File: src/rtl/efuse_pgm_seq.sv
// efuse_pgm_seq: program-timing sequencer for the efuse write path.
// Walks one NW-bit word bit by bit and drives pgenb/strobe/addr with
// T_SETUP / T_PGM / T_HOLD timing for every bit that must be blown.
// Build option: define EFUSE_PGM_SKIP_ZERO_EN to let zero bits cost a single
// NEXT cycle; left undefined, every bit walks the full timing window with
// pgenb/strobe kept idle for zero bits (data-independent latency).
module efuse_pgm_seq #(
   parameter int unsigned NW       = 64,
   parameter int unsigned T_SETUP  = 4,
   parameter int unsigned T_PGM    = 100,
   parameter int unsigned T_HOLD   = 4,
   parameter logic [15:0] PASSWORD = 16'hA5C3,
   localparam int unsigned NWORDS  = 256 / NW,
   localparam int unsigned SEL_W   = (NWORDS > 1) ? $clog2(NWORDS) : 1
) (
   input  logic             clk,
   input  logic             rst_n,
   input  logic             write_start,
   input  logic [SEL_W-1:0] write_sel,
   input  logic [NW-1:0]    write_data,
   input  logic [15:0]      rg_efuse_password,
   output logic             write_done,
   output logic             efuse_busy_write,
   output logic             write_err,
   output logic             efuse_pgenb,
   output logic             efuse_strobe,
   output logic [7:0]       efuse_addr
);

   localparam int unsigned BIT_W = (NW > 1) ? $clog2(NW) : 1;
   localparam int unsigned T_MAX = (T_SETUP > T_PGM) ?
                                   ((T_SETUP > T_HOLD) ? T_SETUP : T_HOLD) :
                                   ((T_PGM > T_HOLD) ? T_PGM : T_HOLD);
   localparam int unsigned TMR_W = (T_MAX > 1) ? $clog2(T_MAX) : 1;

   localparam logic [TMR_W-1:0] TMR_SETUP = TMR_W'(T_SETUP - 1);
   localparam logic [TMR_W-1:0] TMR_PGM   = TMR_W'(T_PGM - 1);
   localparam logic [TMR_W-1:0] TMR_HOLD  = TMR_W'(T_HOLD - 1);
   localparam logic [BIT_W-1:0] LAST_BIT  = BIT_W'(NW - 1);

   typedef enum logic [2:0] {
      S_IDLE   = 3'd0,
      S_CHECK  = 3'd1,
      S_SETUP  = 3'd2,
      S_STROBE = 3'd3,
      S_HOLD   = 3'd4,
      S_NEXT   = 3'd5,
      S_DONE   = 3'd6
   } state_e;

   state_e             state_q, state_d;
   logic [SEL_W-1:0]   sel_q, sel_d;
   logic [NW-1:0]      data_q, data_d;
   logic [15:0]        pwd_q, pwd_d;
   logic [BIT_W-1:0]   bit_q, bit_d;
   logic [TMR_W-1:0]   tmr_q, tmr_d;
   logic               done_q, done_d;
   logic               err_q, err_d;
   logic               pgenb_q, pgenb_d;
   logic               strobe_q, strobe_d;
   logic [7:0]         addr_q, addr_d;
   logic               enter_bit;
   logic               pgm_bit;
   logic               in_window;

   // Next-state, timer and registered-output decode
   always_comb begin
      state_d   = state_q;
      sel_d     = sel_q;
      data_d    = data_q;
      pwd_d     = pwd_q;
      bit_d     = bit_q;
      tmr_d     = tmr_q;
      err_d     = err_q;
      addr_d    = addr_q;
      enter_bit = 1'b0;

      case (state_q)
         S_IDLE: begin
            if (write_start) begin
               sel_d   = write_sel;
               data_d  = write_data;
               pwd_d   = rg_efuse_password;
               err_d   = 1'b0;
               state_d = S_CHECK;
            end
         end
         S_CHECK: begin
            if (pwd_q != PASSWORD) begin
               err_d   = 1'b1;
               state_d = S_DONE;
            end else begin
               bit_d     = '0;
               enter_bit = 1'b1;
            end
         end
         S_SETUP: begin
            if (tmr_q == '0) state_d = S_STROBE;
            else             tmr_d   = tmr_q - TMR_W'(1);
         end
         S_STROBE: begin
            if (tmr_q == '0) state_d = S_HOLD;
            else             tmr_d   = tmr_q - TMR_W'(1);
         end
         S_HOLD: begin
            if (tmr_q == '0) state_d = S_NEXT;
            else             tmr_d   = tmr_q - TMR_W'(1);
         end
         S_NEXT: begin
            if (bit_q == LAST_BIT) begin
               state_d = S_DONE;
            end else begin
               bit_d     = bit_q + BIT_W'(1);
               enter_bit = 1'b1;
            end
         end
         S_DONE: begin
            state_d = S_IDLE;
         end
         default: begin
            state_d = S_IDLE;
         end
      endcase

      // Choose where the next bit starts its walk
      if (enter_bit) begin
`ifdef EFUSE_PGM_SKIP_ZERO_EN
         state_d = data_q[bit_d] ? S_SETUP : S_NEXT;
`else
         state_d = S_SETUP;
`endif
      end

      // Reload the down-counter on every state entry
      if ((state_d != state_q) || enter_bit) begin
         case (state_d)
            S_SETUP:  tmr_d = TMR_SETUP;
            S_STROBE: tmr_d = TMR_PGM;
            S_HOLD:   tmr_d = TMR_HOLD;
            default:  tmr_d = '0;
         endcase
      end

      // Address moves only when a new SETUP window opens (pgenb still high)
      if ((state_d == S_SETUP) && (state_q != S_SETUP)) begin
         addr_d = 8'((32'(sel_q) * NW) + 32'(bit_d));
      end

      pgm_bit   = data_q[bit_d];
      in_window = (state_d == S_SETUP) || (state_d == S_STROBE) ||
                  (state_d == S_HOLD);
      pgenb_d   = ~(in_window && pgm_bit);
      strobe_d  = (state_d == S_STROBE) && pgm_bit;
      done_d    = (state_d == S_DONE);
   end

   // State and output registers; reset returns macro pins to idle at once
   always_ff @(posedge clk or negedge rst_n) begin
      if (!rst_n) begin
         state_q  <= S_IDLE;
         sel_q    <= '0;
         data_q   <= '0;
         pwd_q    <= '0;
         bit_q    <= '0;
         tmr_q    <= '0;
         done_q   <= 1'b0;
         err_q    <= 1'b0;
         pgenb_q  <= 1'b1;
         strobe_q <= 1'b0;
         addr_q   <= '0;
      end else begin
         state_q  <= state_d;
         sel_q    <= sel_d;
         data_q   <= data_d;
         pwd_q    <= pwd_d;
         bit_q    <= bit_d;
         tmr_q    <= tmr_d;
         done_q   <= done_d;
         err_q    <= err_d;
         pgenb_q  <= pgenb_d;
         strobe_q <= strobe_d;
         addr_q   <= addr_d;
      end
   end

   assign efuse_busy_write = (state_q != S_IDLE);
   assign write_done       = done_q;
   assign write_err        = err_q;
   assign efuse_pgenb      = pgenb_q;
   assign efuse_strobe     = strobe_q;
   assign efuse_addr       = addr_q;

endmodule

File: config.mk
export PLATFORM = sky130hd
export DESIGN_NAME = efuse_pgm_seq
export DESIGN_NICKNAME = d
export VERILOG_FILES = /design/src/rtl/efuse_pgm_seq.sv
export SDC_FILE = /design/constraint.sdc
export NUM_CORES = 1
export LEC_CHECK = 0
export CAP_MARGIN = 5
export CORE_UTILIZATION = 50
export DETAILED_ROUTE_END_ITERATION = 8
export PLACE_DENSITY = 0.73
export SLEW_MARGIN = 20
export SYNTH_ARGS = -nofsm -noshare
export SYNTH_HDL_FRONTEND = slang
export SYNTH_SLANG_ARGS = --single-unit
File: constraint.sdc
create_clock -name clk -period 6 [get_ports clk]
set_input_delay 1.2 -clock clk [delete_from_list [all_inputs] [get_ports clk]]
set_output_delay 1.2 -clock clk [all_outputs]
set_load 0.05 [all_outputs]
==> qor.log, run 1 <==
INFO  outcome        result_of_the_run=finished clean
INFO  logic_synthesis post_synth_num_cell_types=64
INFO  timing         final_hold_viol_count=0
INFO  power_and_ir_drop power_per_cell_area=458.9nW/um^2
INFO  timing         report.final.slew_viol_count=0
INFO  detailed_routing post_drt_wl_per_cell=19.20um
INFO  logic_synthesis yosys_warnings=0
INFO  timing         grt_setup_unrepaired=false
INFO  timing         finalSetupTns=0ns
INFO  critical_path  endpoint_kind=flop
INFO  critical_path  critical_setup_path_kind=flop to flop
INFO  critical_path  worstSetupPathDepth=10
INFO  logic_synthesis ys_dominant_reg_cell=dfrtp_1
INFO  clock_network  clkTransAtPathRegs=0.12ns
INFO  critical_path  worstReg2RegStart=bit_q[0]
INFO  timing         maxClockFrequency=255.6MHz
INFO  detailed_routing total_number_of_vias=4293
INFO  logic_synthesis synth_fa_ha_area_share=0.4456%
INFO  clock_network  numCtsBuffers=9
INFO  logic_synthesis ys_async_sr_fraction=100.0%
INFO  detailed_routing drt_iter0_markers=252
INFO  grt            grt_antenna_before_repair=1
INFO  worst_hold_path hold_path_depth=2
INFO  clock_network  clock_tree_from_tritoncts=done
INFO  critical_path  critPathBufInv=0
INFO  timing         final_worst_path_setup_slack=2.087ns
INFO  logic_synthesis syn_nets=588
INFO  critical_path  series_of_cell_instances_along_the_critical_path=ha_1 > nand2_1 > o21ai_2 > o211ai_1 > and2_1 > a221o_1 > and3_1 > o31ai_1 > o2111ai_1 > and4b_1
INFO  timing         max_slew.worst_pin.slew=1.118ns
INFO  grt            grt_first_pass_wirelength=22980um
INFO  detailed_routing postRouteWirelength=14010um
INFO  flow_run       cap_viol_max_count=0
INFO  detailed_routing remaining_drc_errors=0
INFO  place          pre_cts_slack=2.199ns
INFO  detailed_routing drt_pass1_iterations=4
INFO  clock_network  clock_tree.buffer_depth=2
INFO  logic_synthesis synth-seq-cells=110
INFO  critical_path  critPathMaxStageDelay=0.79ns
INFO  logic_synthesis synth_top_area_cell=dfrtp_1
INFO  floorplanning  placeableCoreArea=10890squm
INFO  logic_synthesis synth-compound-area-share=13.84%
INFO  clock_network  cts_setup_buffers=0
INFO  detailed_routing detail-route-antenna-nets=0
INFO  floorplanning  initial_core_util=51.57%
INFO  critical_path  critPathArrivalTime=4.20ns
INFO  worst_hold_path hp-class=flop to flop
INFO  grt            grt_remaining_overflow=0
INFO  critical_path  cp_top_family=compound AO/OA/AOI/OAI gates
INFO  layout         layout.filler_cells=930
INFO  logic_synthesis synth-edff-count=0
INFO  logic_synthesis synth.avg_cell_area=11.21squm
INFO  timing         slew-limit-headroom=25.14%
INFO  grt            first_global_vias=4454
INFO  clock_network  cts_hold_buffers=0
INFO  logic_synthesis netlist_area=5615squm
INFO  floorplanning  chipHeight=108.0um
INFO  floorplanning  die_area=11660squm
INFO  logic_synthesis synth_top_family_by_area=multiplexers
INFO  logic_synthesis post_synth_xor_area_fraction=1.248%
INFO  power_and_ir_drop total_leakage_power=2.758nW
INFO  logic_synthesis gate_count_after_technology_mapping=501
INFO  logic_synthesis muxShareOfSynthArea=18.58%
INFO  logic_synthesis synth.yosys.seq_area_share=49.04%
INFO  worst_hold_path holdCritStartpoint=efuse_addr[6]
INFO  layout         layout-area-overhead-vs-synth=22.10%
INFO  layout         n_diodes=0
INFO  layout         drive_gt1_share=20.00%
INFO  critical_path  timing.critical_path.from=bit_q[0]
INFO  clock_network  worst_skew_pair.late_latency=0.40ns
INFO  place          detailed_place_hpwl=10240um
INFO  logic_synthesis synth_simple_gate_area_share=12.99%
INFO  clock_network  cts-resized-gates=0
INFO  grt            grt_usage=26.31%
INFO  logic_synthesis synth.area.top_cells=dfrtp_1, mux2_2, nand2_1
INFO  clock_network  clock-sinks=110
INFO  timing         fin_skew=0.01838ns
INFO  floorplanning  io_pins=98
INFO  timing         min_period=3.913ns
INFO  critical_path  largest_fanout_on_the_critical_path=22
INFO  critical_path  worst_path_max_delay_cell=dfrtp_1
INFO  logic_synthesis yosysMostFrequentCell=dfrtp_1
INFO  place          finalWeightedCongestion=0.9515
INFO  layout         nNetsFinal=672
INFO  clock_network  cts_max_level=3
INFO  critical_path  worst_r2r_path_depth=10
INFO  critical_path  cp.required=6.28ns
INFO  timing         setup_viol=0
INFO  logic_synthesis netlist.area_leader.share=48.57%
INFO  power_and_ir_drop ir_drop=0.3291mV
INFO  detailed_routing routed_via_density=5.881
INFO  floorplanning  floorplan.die.width=108.0um
INFO  grt            grt_start_max_net_pins=62
INFO  clock_network  clock_tree.root_cell=clkbuf_8
INFO  critical_path  worst_setup_path_start_kind=flop
INFO  logic_synthesis netlist_top_cells_count=dfrtp_1, mux2_2, nand2_1
INFO  floorplanning  rows=38
INFO  place          port_buffers=97
INFO  timing         final_worst_path_cycle_share=65.21%
-- metrics by stage --
step	area (sq um)	utilization, %	power [W]	cells	hold WS (ns)
final	6857	62.97	0.003147	730	0.4810
after global routing	6857	62.97	0.003373	730	0.5207
after CTS	6857	62.97	0.003169	730	0.4828
after detailed placement	6654	61.11	0.002692	714	0.4559
after global placement	6654	61.11	0.002656	714	0.4508
after floorplan	5615	-	0.002310	501	0.4419
-- routing by layer --
metal  part of all wire [%]  vias to the layer above  wire length (um)  global-route usage, %
met1                     44                     2124              6144                  34.45
met5                  0.086                        -                12                      0
met2                     49                      125              6862                  42.81
met4                    2.2                        2               313                  9.589
met3                    4.9                       25               681                  5.847
li1                       -                     2017                 -                      -
-- state kept, by name (all words and copies together) (netlist names) --
register      flops
write_err         1
sel_q             2
efuse_addr        8
state_q           3
bit_q             6
data_q           64
tmr_q             7
efuse_strobe      1
pwd_q            16
efuse_pgenb       1
write_done        1
-- worst register-to-register path, stage by stage, from the launching register on --
cell and delay, ns:
dfrtp_1 0.79, ha_1 0.42, nand2_1 0.19, o21ai_2 0.57
o211ai_1 0.29, and2_1 0.39, a221o_1 0.41, and3_1 0.17
o31ai_1 0.21, o2111ai_1 0.17, and4b_1 0.20
-- cells in the final DEF, fill, tap and decap left out, types with 7 or more instances in the layout --
cell type and n:
o21ai_0 17, clkbuf_8 9, dfrtp_1 109, clkdlybuf4s50_1 96, o211ai_1 16, nand3_1 12
nor2_1 18, nand2_1 45, a211oi_1 7, nor3_1 16, mux2_2 82, a21oi_1 17
a31oi_1 7, mux2i_1 12, inv_1 15
-- where the power goes --
group          internal, W  leakage, nW  switching [W]  total [W]
registers          0.00108         1.34       0.000265    0.00135
clock network     0.000201       0.0998       0.000267   0.000468
logic             0.000652         1.32       0.000677    0.00133
total              0.00194         2.76        0.00121    0.00315
-- layout make-up --
cell class                      instances  area [sq um]  area share (%)
Clock buffer                           10         127.6           1.861
Sequential cell                       110          2754           40.16
Inverter                               17         68.82           1.004
Multi-Input combinational cell        347          2653           38.69
Timing Repair Buffer                  100          1003           14.63
Tap cell                              140         175.2           2.555
Clock inverter                          6         75.07           1.095
-- final timing paths --
kind                            endpoint  slack [ns]
max in group asynchronous     data_q[62]        3.98
min in group asynchronous       sel_q[1]        0.82
min                        efuse_addr[6]        0.48
max reg2reg                 efuse_strobe        2.09
min reg2reg                efuse_addr[6]        0.48
max                         efuse_strobe        2.09
-- logic make-up after synthesis --
| logic type | Yosys count |
|---|---|
| AO/OA/AOI/OAI | 107 |
| XOR/XNOR | 8 |
| adder cells (fa/ha/maj) | 2 |
| buffers and inverters | 44 |
| flip-flops | 110 |
| multiplexers | 94 |
| AND/OR/NAND/NOR | 136 |
No activity file was read; power rests on OpenSTA's default activity.
==> inputs of run 2 (changes only) <==
--- a/config.mk
+++ b/config.mk
@@ -6,9 +6,9 @@
 export NUM_CORES = 1
 export LEC_CHECK = 0
 export CAP_MARGIN = 5
-export CORE_UTILIZATION = 50
+export CORE_UTILIZATION = 48
 export DETAILED_ROUTE_END_ITERATION = 8
-export PLACE_DENSITY = 0.73
+export PLACE_DENSITY = 0.74
 export SLEW_MARGIN = 20
 export SYNTH_ARGS = -nofsm -noshare
 export SYNTH_HDL_FRONTEND = slang
==> constraint.sdc (replaced) <==
create_clock -name clk -period 3.4 [get_ports clk]
set_input_delay 0.68 -clock clk [delete_from_list [all_inputs] [get_ports clk]]
set_output_delay 0.68 -clock clk [all_outputs]
set_load 0.05 [all_outputs]
==> qor.log, run 2 (synthesized netlist as in run 1, its figures left out) <==
INFO  layout         nNetsFinal=691
INFO  grt            gr-max-usage-layer=met2
INFO  timing         final_worst_path_cycle_share=93.52%
INFO  grt            grt_remaining_overflow=0
INFO  detailed_routing drt_iter0_markers=335
INFO  timing         report.final.slew_viol_count=0
INFO  floorplanning  placeableCoreArea=11420squm
INFO  floorplanning  rows=39
INFO  detailed_routing total_number_of_vias=4411
INFO  critical_path  critPathMaxStageDelay=0.52ns
INFO  outcome        result_of_the_run=finished clean
INFO  clock_network  clock_tree_from_tritoncts=done
INFO  floorplanning  io_pins=98
INFO  critical_path  series_of_cell_instances_along_the_critical_path=ha_1 > nand2_1 > o21a_1 > a211oi_4 > a21oi_4 > inv_6 > a221o_1 > and3_1 > o31ai_1 > o2111ai_1 > and4b_1
INFO  layout         top_register=data_q
INFO  power_and_ir_drop ir_drop=0.7051mV
INFO  place          finalWeightedCongestion=0.9072
INFO  critical_path  worst_setup_path_start_kind=flop
INFO  clock_network  cts_max_level=3
INFO  detailed_routing remaining_drc_errors=0
INFO  critical_path  largest_fanout_on_the_critical_path=16
INFO  grt            first_global_vias=4331
INFO  floorplanning  chipHeight=110.2um
INFO  worst_hold_path hp-class=primary input to asynchronous set/reset pin
INFO  detailed_routing postRouteWirelength=14480um
INFO  floorplanning  initial_core_util=49.18%
INFO  clock_network  numCtsBuffers=9
INFO  layout         layout-area-overhead-vs-synth=26.27%
INFO  timing         grt_setup_unrepaired=false
INFO  critical_path  cp_top_family=compound AO/OA/AOI/OAI gates
INFO  layout         final-seq-area=2754squm
INFO  grt            grt_use_met1=34.18%
INFO  timing         slew-limit-headroom=54.01%
INFO  layout         multiInputGateArea=2653squm
INFO  layout         layout_commonest_cell=dfrtp_1
INFO  layout         largest_reg_flops=64
INFO  detailed_routing drt_pass1_iterations=5
INFO  floorplanning  floorplan.die.width=110.2um
INFO  detailed_routing detail-route-antenna-nets=0
INFO  detailed_routing routed_via_density=5.866
INFO  timing         max_slew.worst_pin.slew=0.6898ns
INFO  layout         layout.filler_cells=978
INFO  critical_path  critPathBufInv=1
INFO  timing         maxClockFrequency=314.5MHz
INFO  place          port_buffers=97
INFO  critical_path  cp.required=3.65ns
INFO  clock_network  cts_setup_buffers=0
INFO  layout         post-route-util=62.10%
INFO  clock_network  clock_tree.root_cell=clkbuf_16
INFO  clock_network  clock-sinks=110
INFO  grt            grt_first_pass_wirelength=22530um
INFO  grt            grt_start_max_net_pins=59
INFO  clock_network  cts_hold_buffers=0
INFO  clock_network  clock_tree.buffer_depth=2
INFO  critical_path  endpoint_kind=flop
INFO  grt            grt_usage=25.22%
INFO  power_and_ir_drop total_leakage_power=2.893nW
INFO  critical_path  critical_setup_path_kind=flop to flop
INFO  timing         setup_viol=0
INFO  grt            routing_usage_on_met2=41.79%
INFO  place          pre_cts_slack=0.2689ns
INFO  place          detailed_place_hpwl=10760um
INFO  critical_path  worst_path_max_delay_cell=o21a_1
INFO  layout         final_cell_mix=dfrtp_1, clkdlybuf4s50_1, mux2_2
INFO  grt            grt_antenna_before_repair=0
INFO  timing         final_worst_path_setup_slack=0.2204ns
INFO  layout         drive_gt1_share=22.66%
INFO  timing         final_hold_viol_count=0
INFO  clock_network  clkTransAtPathRegs=0.07ns
INFO  timing         fin_skew=0.006295ns
INFO  layout         n_diodes=0
INFO  timing         min_period=3.180ns
INFO  grt            met3_grt_util=5.585%
INFO  clock_network  cts-resized-gates=0
INFO  critical_path  critPathArrivalTime=3.43ns
INFO  detailed_routing post_drt_wl_per_cell=19.26um
INFO  flow_run       cap_viol_max_count=0
INFO  timing         finalSetupTns=0ns
INFO  power_and_ir_drop power_per_cell_area=823.2nW/um^2
INFO  floorplanning  die_area=12140squm
INFO  clock_network  worst_skew_pair.late_latency=0.36ns
## run 2: cell types whose count changed in the layout (fill, tap and decap cells not counted), moves of 2 or more
| cell | before | now |
|---|---|---|
| buf_4 | 3 | 22 |
| clkbuf_16 | 0 | 9 |
| clkbuf_8 | 9 | 0 |
| clkinv_4 | 0 | 2 |
## run 2: stage by stage
step | area (sq um) | total power (W) | std cells | hold slack, ns
2_1_floorplan | 5615 | 0.004077 | 501 | 0.3844
3_3_place_gp | 6800 | 0.004732 | 736 | 0.4495
3_5_place_dp | 6800 | 0.004816 | 736 | 0.4565
4_1_cts | 7091 | 0.005861 | 752 | 0.3651
5_1_grt | 7091 | 0.006209 | 752 | 0.3922
6_report | 7091 | 0.005837 | 752 | 0.3484
## run 2: layer usage
metal	wire, um	vias to the layer above
met4	145	0
li1	-	2051
met2	7145	147
met1	6451	2197
met3	740	16
met5	0	-
## run 2: worst reg2reg max path: cells and delay by family (launching register included)
family          cells  cell delay (ns)
compound gates      6             1.65
simple gates        3             0.57
flops               1             0.44
fa+ha+maj           1             0.29
buf+inv             1             0.13
## run 2: worst paths after layout
path                               start       endpoint  slack (ns)  cells after the start
max                             bit_q[1]   efuse_strobe        0.22                     11
min                                rst_n      pwd_q[13]        0.35                      1
max reg2reg                     bit_q[1]   efuse_strobe        0.22                     11
min reg2reg                efuse_addr[7]  efuse_addr[7]        0.46                      2
max in group asynchronous          rst_n    efuse_pgenb        2.27                      2
min in group clk           efuse_addr[7]  efuse_addr[7]        0.46                      2
## run 2: cell type report
cell class	count	area share, %
sequential	110	38.84
multi-input combinational	347	37.41
timing repair buffer	119	16.16
clock buffer	9	3.176
tap	143	2.523
inverter	17	0.9705
clock inverter	7	0.9176
## run 2: where the power goes
group          switching, W  internal [W]  leakage [nW]
logic               0.00126       0.00120          1.41
registers          0.000436       0.00192          1.34
clock network      0.000509      0.000515         0.140
==> patch 1, RTL diff (settings of run 2) <==
`NW`: 64 -> 256.
--- a/src/rtl/efuse_pgm_seq.sv
+++ b/src/rtl/efuse_pgm_seq.sv
@@ -5,7 +5,7 @@
 // NEXT cycle; left undefined, every bit walks the full timing window with
 // pgenb/strobe kept idle for zero bits (data-independent latency).
 module efuse_pgm_seq #(
-   parameter int unsigned NW       = 64,
+   parameter int unsigned NW       = 256,
    parameter int unsigned T_SETUP  = 4,
    parameter int unsigned T_PGM    = 100,
    parameter int unsigned T_HOLD   = 4,
Ports: changed (resized write_data and write_sel); port bits go from 98 to 289. No check against the original RTL was run, so the function may have changed too.
==> patch 1 against run 2 <==
Count of clock-buffer cells in the layout increased by 41. Clock power increased to 3.6 times the old value. Core utilization increased by 6.3 points. Sequential cell count increased by 192. Cell area increased to 3.0 times the old value. Area after synthesis increased to 2.7 times the old value. Setup slack got worse by 0.20 ns. Routed wire length increased to 3.3 times the old value. Synthesized cell count increased to 2.6 times the old value. Power increased to 3.1 times the old value. Die area increased to 2.6 times the old value. Largest cell class unchanged. Largest power group unchanged.
==> patch 1: results (changes against run 2) <==
* CP arrival at 3.83 ns (+0.40 ns)
* Syn Std Cell Area at 14900 um^2 (+170%)
* Worst Skew at 0.0125 ns (+0.00616 ns)
* Maximum vdd drop at 0.425 mV (-40%)
* Post-Place Cells at 2070 (+180%)
* Seq cells at 302 (+170%)
* Iteration-0 DRC count of the detailed router at 900 (+170%)
* Final RePlAce weighted congestion at 0.940 (+3.6%)
* Routed WL at 48500 um (+230%)
* Routed len/inst at 22.6 um (+17%)
* Register area at 7560 um^2 (+170%)
* Longest Clk Path Bufs at 3 (+1)
* R2R cell count at 14 (+3)
* Post-DP HPWL at 35900 um (+230%)
* Num CTS Buffers at 35 (+26)
* Mux contribution to synthesized area at 0.227 (+0.0415)
* CP max stage cell: dfrtp_1
* DP Worst Slack at -0.399 ns (-0.667 ns)
* Crit Reg-Reg Startpoint: bit_q[0]
* Worst-Margin Slew at 0.598 ns (-0.0920 ns)
* First-pass GRT wire length at 73100 um (+220%)
* Post-synthesis cell type count at 82 (+28%)
* Status: complete, no violations
* Synth Area in XOR/XNOR at 0.00353 (-0.00895)
* Layout cells sized above 1 at 0.334 (+0.107)
* Area of the multi-input gates at 7080 um^2 (+170%)
* Non-clock buffers, area share at 0.217 (+0.0553)
* Buffers excl. clock at 481 (+300%)
* CP Max Fanout at 7 (-9)
* Signal inverters at 32 (+15)
* Top post-synthesis cells by count: dfrtp_1, mux2_2, nand2_1
* CP peak stage delay at 0.40 ns (-0.12 ns)
* Placement Cell Area at 19400 um^2 (+190%)
* Sw Ratio at 0.355 (-0.0224)
* Part of the power in registers at 0.355 (-0.048)
* Drt first pass iters at 6 (+1)
* Htree depth at 2 (-1)
* Hold WS at 0.131 ns (-0.217 ns)
* Comb pwr at 8.08 mW (+230%)
* FILL cells at 2281 (+130%)
* Layout Area Growth over Synthesis at 40.4%
* Port Buffers at 287 (+200%)
* Compound-Gate Fraction of Synth Area at 0.137 (-0.00175)
* Clock buf/inv share at 0.0537 (+0.0127)
* Final antenna diode count at 1 (+1)
* Syn_nets at 1578 (+170%)
* Area share of fa/ha/maj cells after synthesis at 0.00168 (-0.00278)
* Leak at 8.78 nW (+200%)
* Tot GR Track Use at 0.306 (+0.0538)
* Clock buffer cells at 50 (+41)
* Dominant cells by area after synthesis: dfrtp_1, mux2_2, nand2_1
==> patch 1: changes by cell type after synthesis, sizes merged, moves of 24 or more <==
cell and delta:
clkbuf +46, dfrtp +192, nand3 +24, a21oi +33
o21ai +32, mux2 +191, nand2 +65, a211oi +24
==> patch 1: worst max-delay path by stage <==
stage | depth (start not counted) | to
2_1_floorplan | 15 | efuse_strobe
4_1_cts | 14 | efuse_strobe
5_1_grt | 15 | efuse_strobe
3_3_place_gp | 15 | efuse_strobe
6_report | 14 | efuse_strobe
3_5_place_dp | 15 | efuse_strobe
==> patch 1: layer usage <==
layer / vias up / GRT usage / part of all wire
met5: - / 0 / 0
li1: 5711 / - / -
met1: 6361 / 0.425 / 0.44
met3: 98 / 0.0399 / 0.063
met2: 531 / 0.492 / 0.47
met4: 0 / 0.109 / 0.033
==> patch 1: what timing repair did <==
action / CTS / global route
setup endpoints to repair: 2 / 2
buffers inserted: 3 / 11
gates cloned: 0 / 1
pin swaps: 4 / 17
resized for setup: 26 / 33
==> patch 2, RTL diff (settings of run 2) <==
Without the edit above. Encoding of `state_e`: now one-hot (7 bits for 7 states).
--- a/src/rtl/efuse_pgm_seq.sv
+++ b/src/rtl/efuse_pgm_seq.sv
@@ -38,14 +38,14 @@
    localparam logic [TMR_W-1:0] TMR_HOLD  = TMR_W'(T_HOLD - 1);
    localparam logic [BIT_W-1:0] LAST_BIT  = BIT_W'(NW - 1);
 
-   typedef enum logic [2:0] {
-      S_IDLE   = 3'd0,
-      S_CHECK  = 3'd1,
-      S_SETUP  = 3'd2,
-      S_STROBE = 3'd3,
-      S_HOLD   = 3'd4,
-      S_NEXT   = 3'd5,
-      S_DONE   = 3'd6
+   typedef enum logic [6:0] {
+      S_IDLE   = 7'b0000001,
+      S_CHECK  = 7'b0000010,
+      S_SETUP  = 7'b0000100,
+      S_STROBE = 7'b0001000,
+      S_HOLD   = 7'b0010000,
+      S_NEXT   = 7'b0100000,
+      S_DONE   = 7'b1000000
    } state_e;
 
    state_e             state_q, state_d;
Behaviour: no difference found for any inputs over 10 cycles, from zero or initial values and one cycle with rst_n low; not proved beyond that.
==> patch 2 against run 2 <==
Cell area rose by 0.71%. Hold slack got worse by 0.21 ns. Global-route usage fell by 0.54 points. Power fell by 11%. Cell count rose by 17%. Routed wire length fell by 9.4%. Setup slack got worse by 0.090 ns. Sequential cell count rose by 4. Synthesized cell count rose by 24%. Combinational power fell by 48%. Area after synthesis fell by 4.1%. Largest power group is now registers. Highest routed layer unchanged.
==> patch 2: results (changes against run 2) <==
* Final RePlAce weighted congestion at 0.847 (-6.6%)
* First-pass GRT wire length at 21800 um (-3.1%)
* Reg with most FFs: data_q
* CP peak stage delay at 0.55 ns (+0.03 ns)
* Count of final hold-check violations at 0 (unchanged)
* Final antenna diode count at 0 (unchanged)
* Asr flop ratio synth at 1.00 (unchanged)
* Dominant cells by area after synthesis: dfrtp_1, nand2_1, mux2i_1
* Register area share after synthesis at 0.530 (+0.0398)
* FILL cells at 932 (-4.7%)
* Clk_lat worst skew at 0.52 ns (+0.16 ns)
* Cells after Synth at 621 (+24%)
* Initial antenna violation count at 0 (unchanged)
* Top post-synthesis cells by count: nand2_1, dfrtp_1, clkbuf_1
* Tot GR Track Use at 0.247 (-0.00536)
* Layout Cells excl Fill at 877 (+17%)
* Vias per Instance at 5.35 (-8.7%)
* Drt first pass iters at 5 (unchanged)
* Maximum vdd drop at 0.402 mV (-43%)
* Layout cells sized above 1 at 0.0936 (-0.133)
* Worst-Margin Slew at 0.800 ns (+0.111 ns)
* Post-synthesis cell type count at 66 (+3.1%)
* Number of global-route vias before repair at 4686 (+8.2%)
* Hold WC Path Type: in2async
* Post-Place Cells at 845 (+15%)
* Largest net degree at the start of global routing at 83 (+41%)
* Clock transition at path regs at 0.06 ns
* NumNets Final at 813 (+18%)
* Syn_nets at 708 (+20%)
* DP Worst Slack at 0.163 ns (-0.106 ns)
* CP Max Fanout at 16 (unchanged)
* Num CTS Buffers at 17 (+8)
* Iteration-0 DRC count of the detailed router at 315 (-6.0%)
* Top delay family on crit path: simple AND/OR/NAND/NOR gates
* Leak at 3.43 nW (+19%)
* Port Buffers at 97 (unchanged)
* Routed len/inst at 15.0 um (-22%)
* Max reg flops at 64 (unchanged)
* Post-DP HPWL at 9240 um (-14%)
* CP max stage cell: or4b_4
* Status: complete, no violations
* Synth warn at 0 (unchanged)
* Longest Clk Path Bufs at 2 (unchanged)
* Root Buffer: clkbuf_8
* Htree depth at 4 (+1)
* Worst Skew at 0.00686 ns (+0.000565 ns)
[patch 2: metrics by stage]
stage          hold slack, ns  area (um^2)  power (mW)
2_1_floorplan           0.384         5390        2.98
3_3_place_gp            0.450         6540        3.39
3_5_place_dp            0.454         6540        3.45
4_1_cts                 0.138         7120        5.22
5_1_grt                 0.167         7140        5.52
6_report                0.140         7140        5.17
[patch 2: cell type report]
class                           count  area [um^2]  share of cell area
Sequential cell                   114         2860               0.400
Multi-Input combinational cell    467         2360               0.331
Timing Repair Buffer              116         1120               0.157
Clock buffer                       20          445              0.0624
Tap cell                          140          175              0.0245
Clock inverter                     10          135              0.0189
Inverter                           10         42.5             0.00596
[patch 2: kinds of logic after synthesis]
kind of cell	share of synthesized area
simple gates	0.295
flops	0.530
compound gates	0.0936
buf+inv	0.0309
mux	0.0372
xor+xnor	0.00813
fa+ha+maj	0.00465
[patch 2: path summary, 6_finish.rpt]
| check | from | end | slack, ns | cells past startpoint |
|---|---|---|---|---|
| setup / recovery | pwd_q[2] | efuse_strobe | 0.13 | 12 |
| max in group asynchronous | rst_n | efuse_pgenb | 2.48 | 2 |
| min in group clk | pwd_q[3] | pwd_q[3] | 0.47 | 2 |
| hold reg to reg | pwd_q[3] | pwd_q[3] | 0.47 | 2 |
| hold / removal | rst_n | pwd_q[7] | 0.14 | 1 |
| setup reg to reg | pwd_q[2] | efuse_strobe | 0.13 | 12 |
[patch 2: timing repair]
item / 4_1_cts / 5_1_grt
endpoints found under the setup margin: 0 / 2
gates resized for setup: 0 / 2
buffers inserted: 0 / 2
[patch 2: power by group]
group / switching [mW] / internal (mW)
Clock: 0.600 / 1.14
Combinational: 0.783 / 0.495
Sequential: 0.300 / 1.86
[patch 2: worst reg2reg max path, stage by stage, from the launching register on]
cell	delay, ns
dfrtp_1	0.38
or4b_4	0.55
nor4_4	0.27
buf_4	0.19
o2111ai_2	0.18
nand2_2	0.16
inv_4	0.11
buf_4	0.21
mux2i_1	0.13
a221oi_1	0.34
nor4_1	0.12
nor3_1	0.34
and4_1	0.23
[patch 2: layer usage]
layer / routed length (um) / global-route usage / share of wire / up-vias
met3: 811 / 0.0642 / 0.062 / 19
met2: 6440 / 0.407 / 0.49 / 162
met1: 5660 / 0.312 / 0.43 / 2243
li1: - / - / - / 2271
met5: 0 / 0 / 0 / -
met4: 205 / 0.0939 / 0.016 / 0
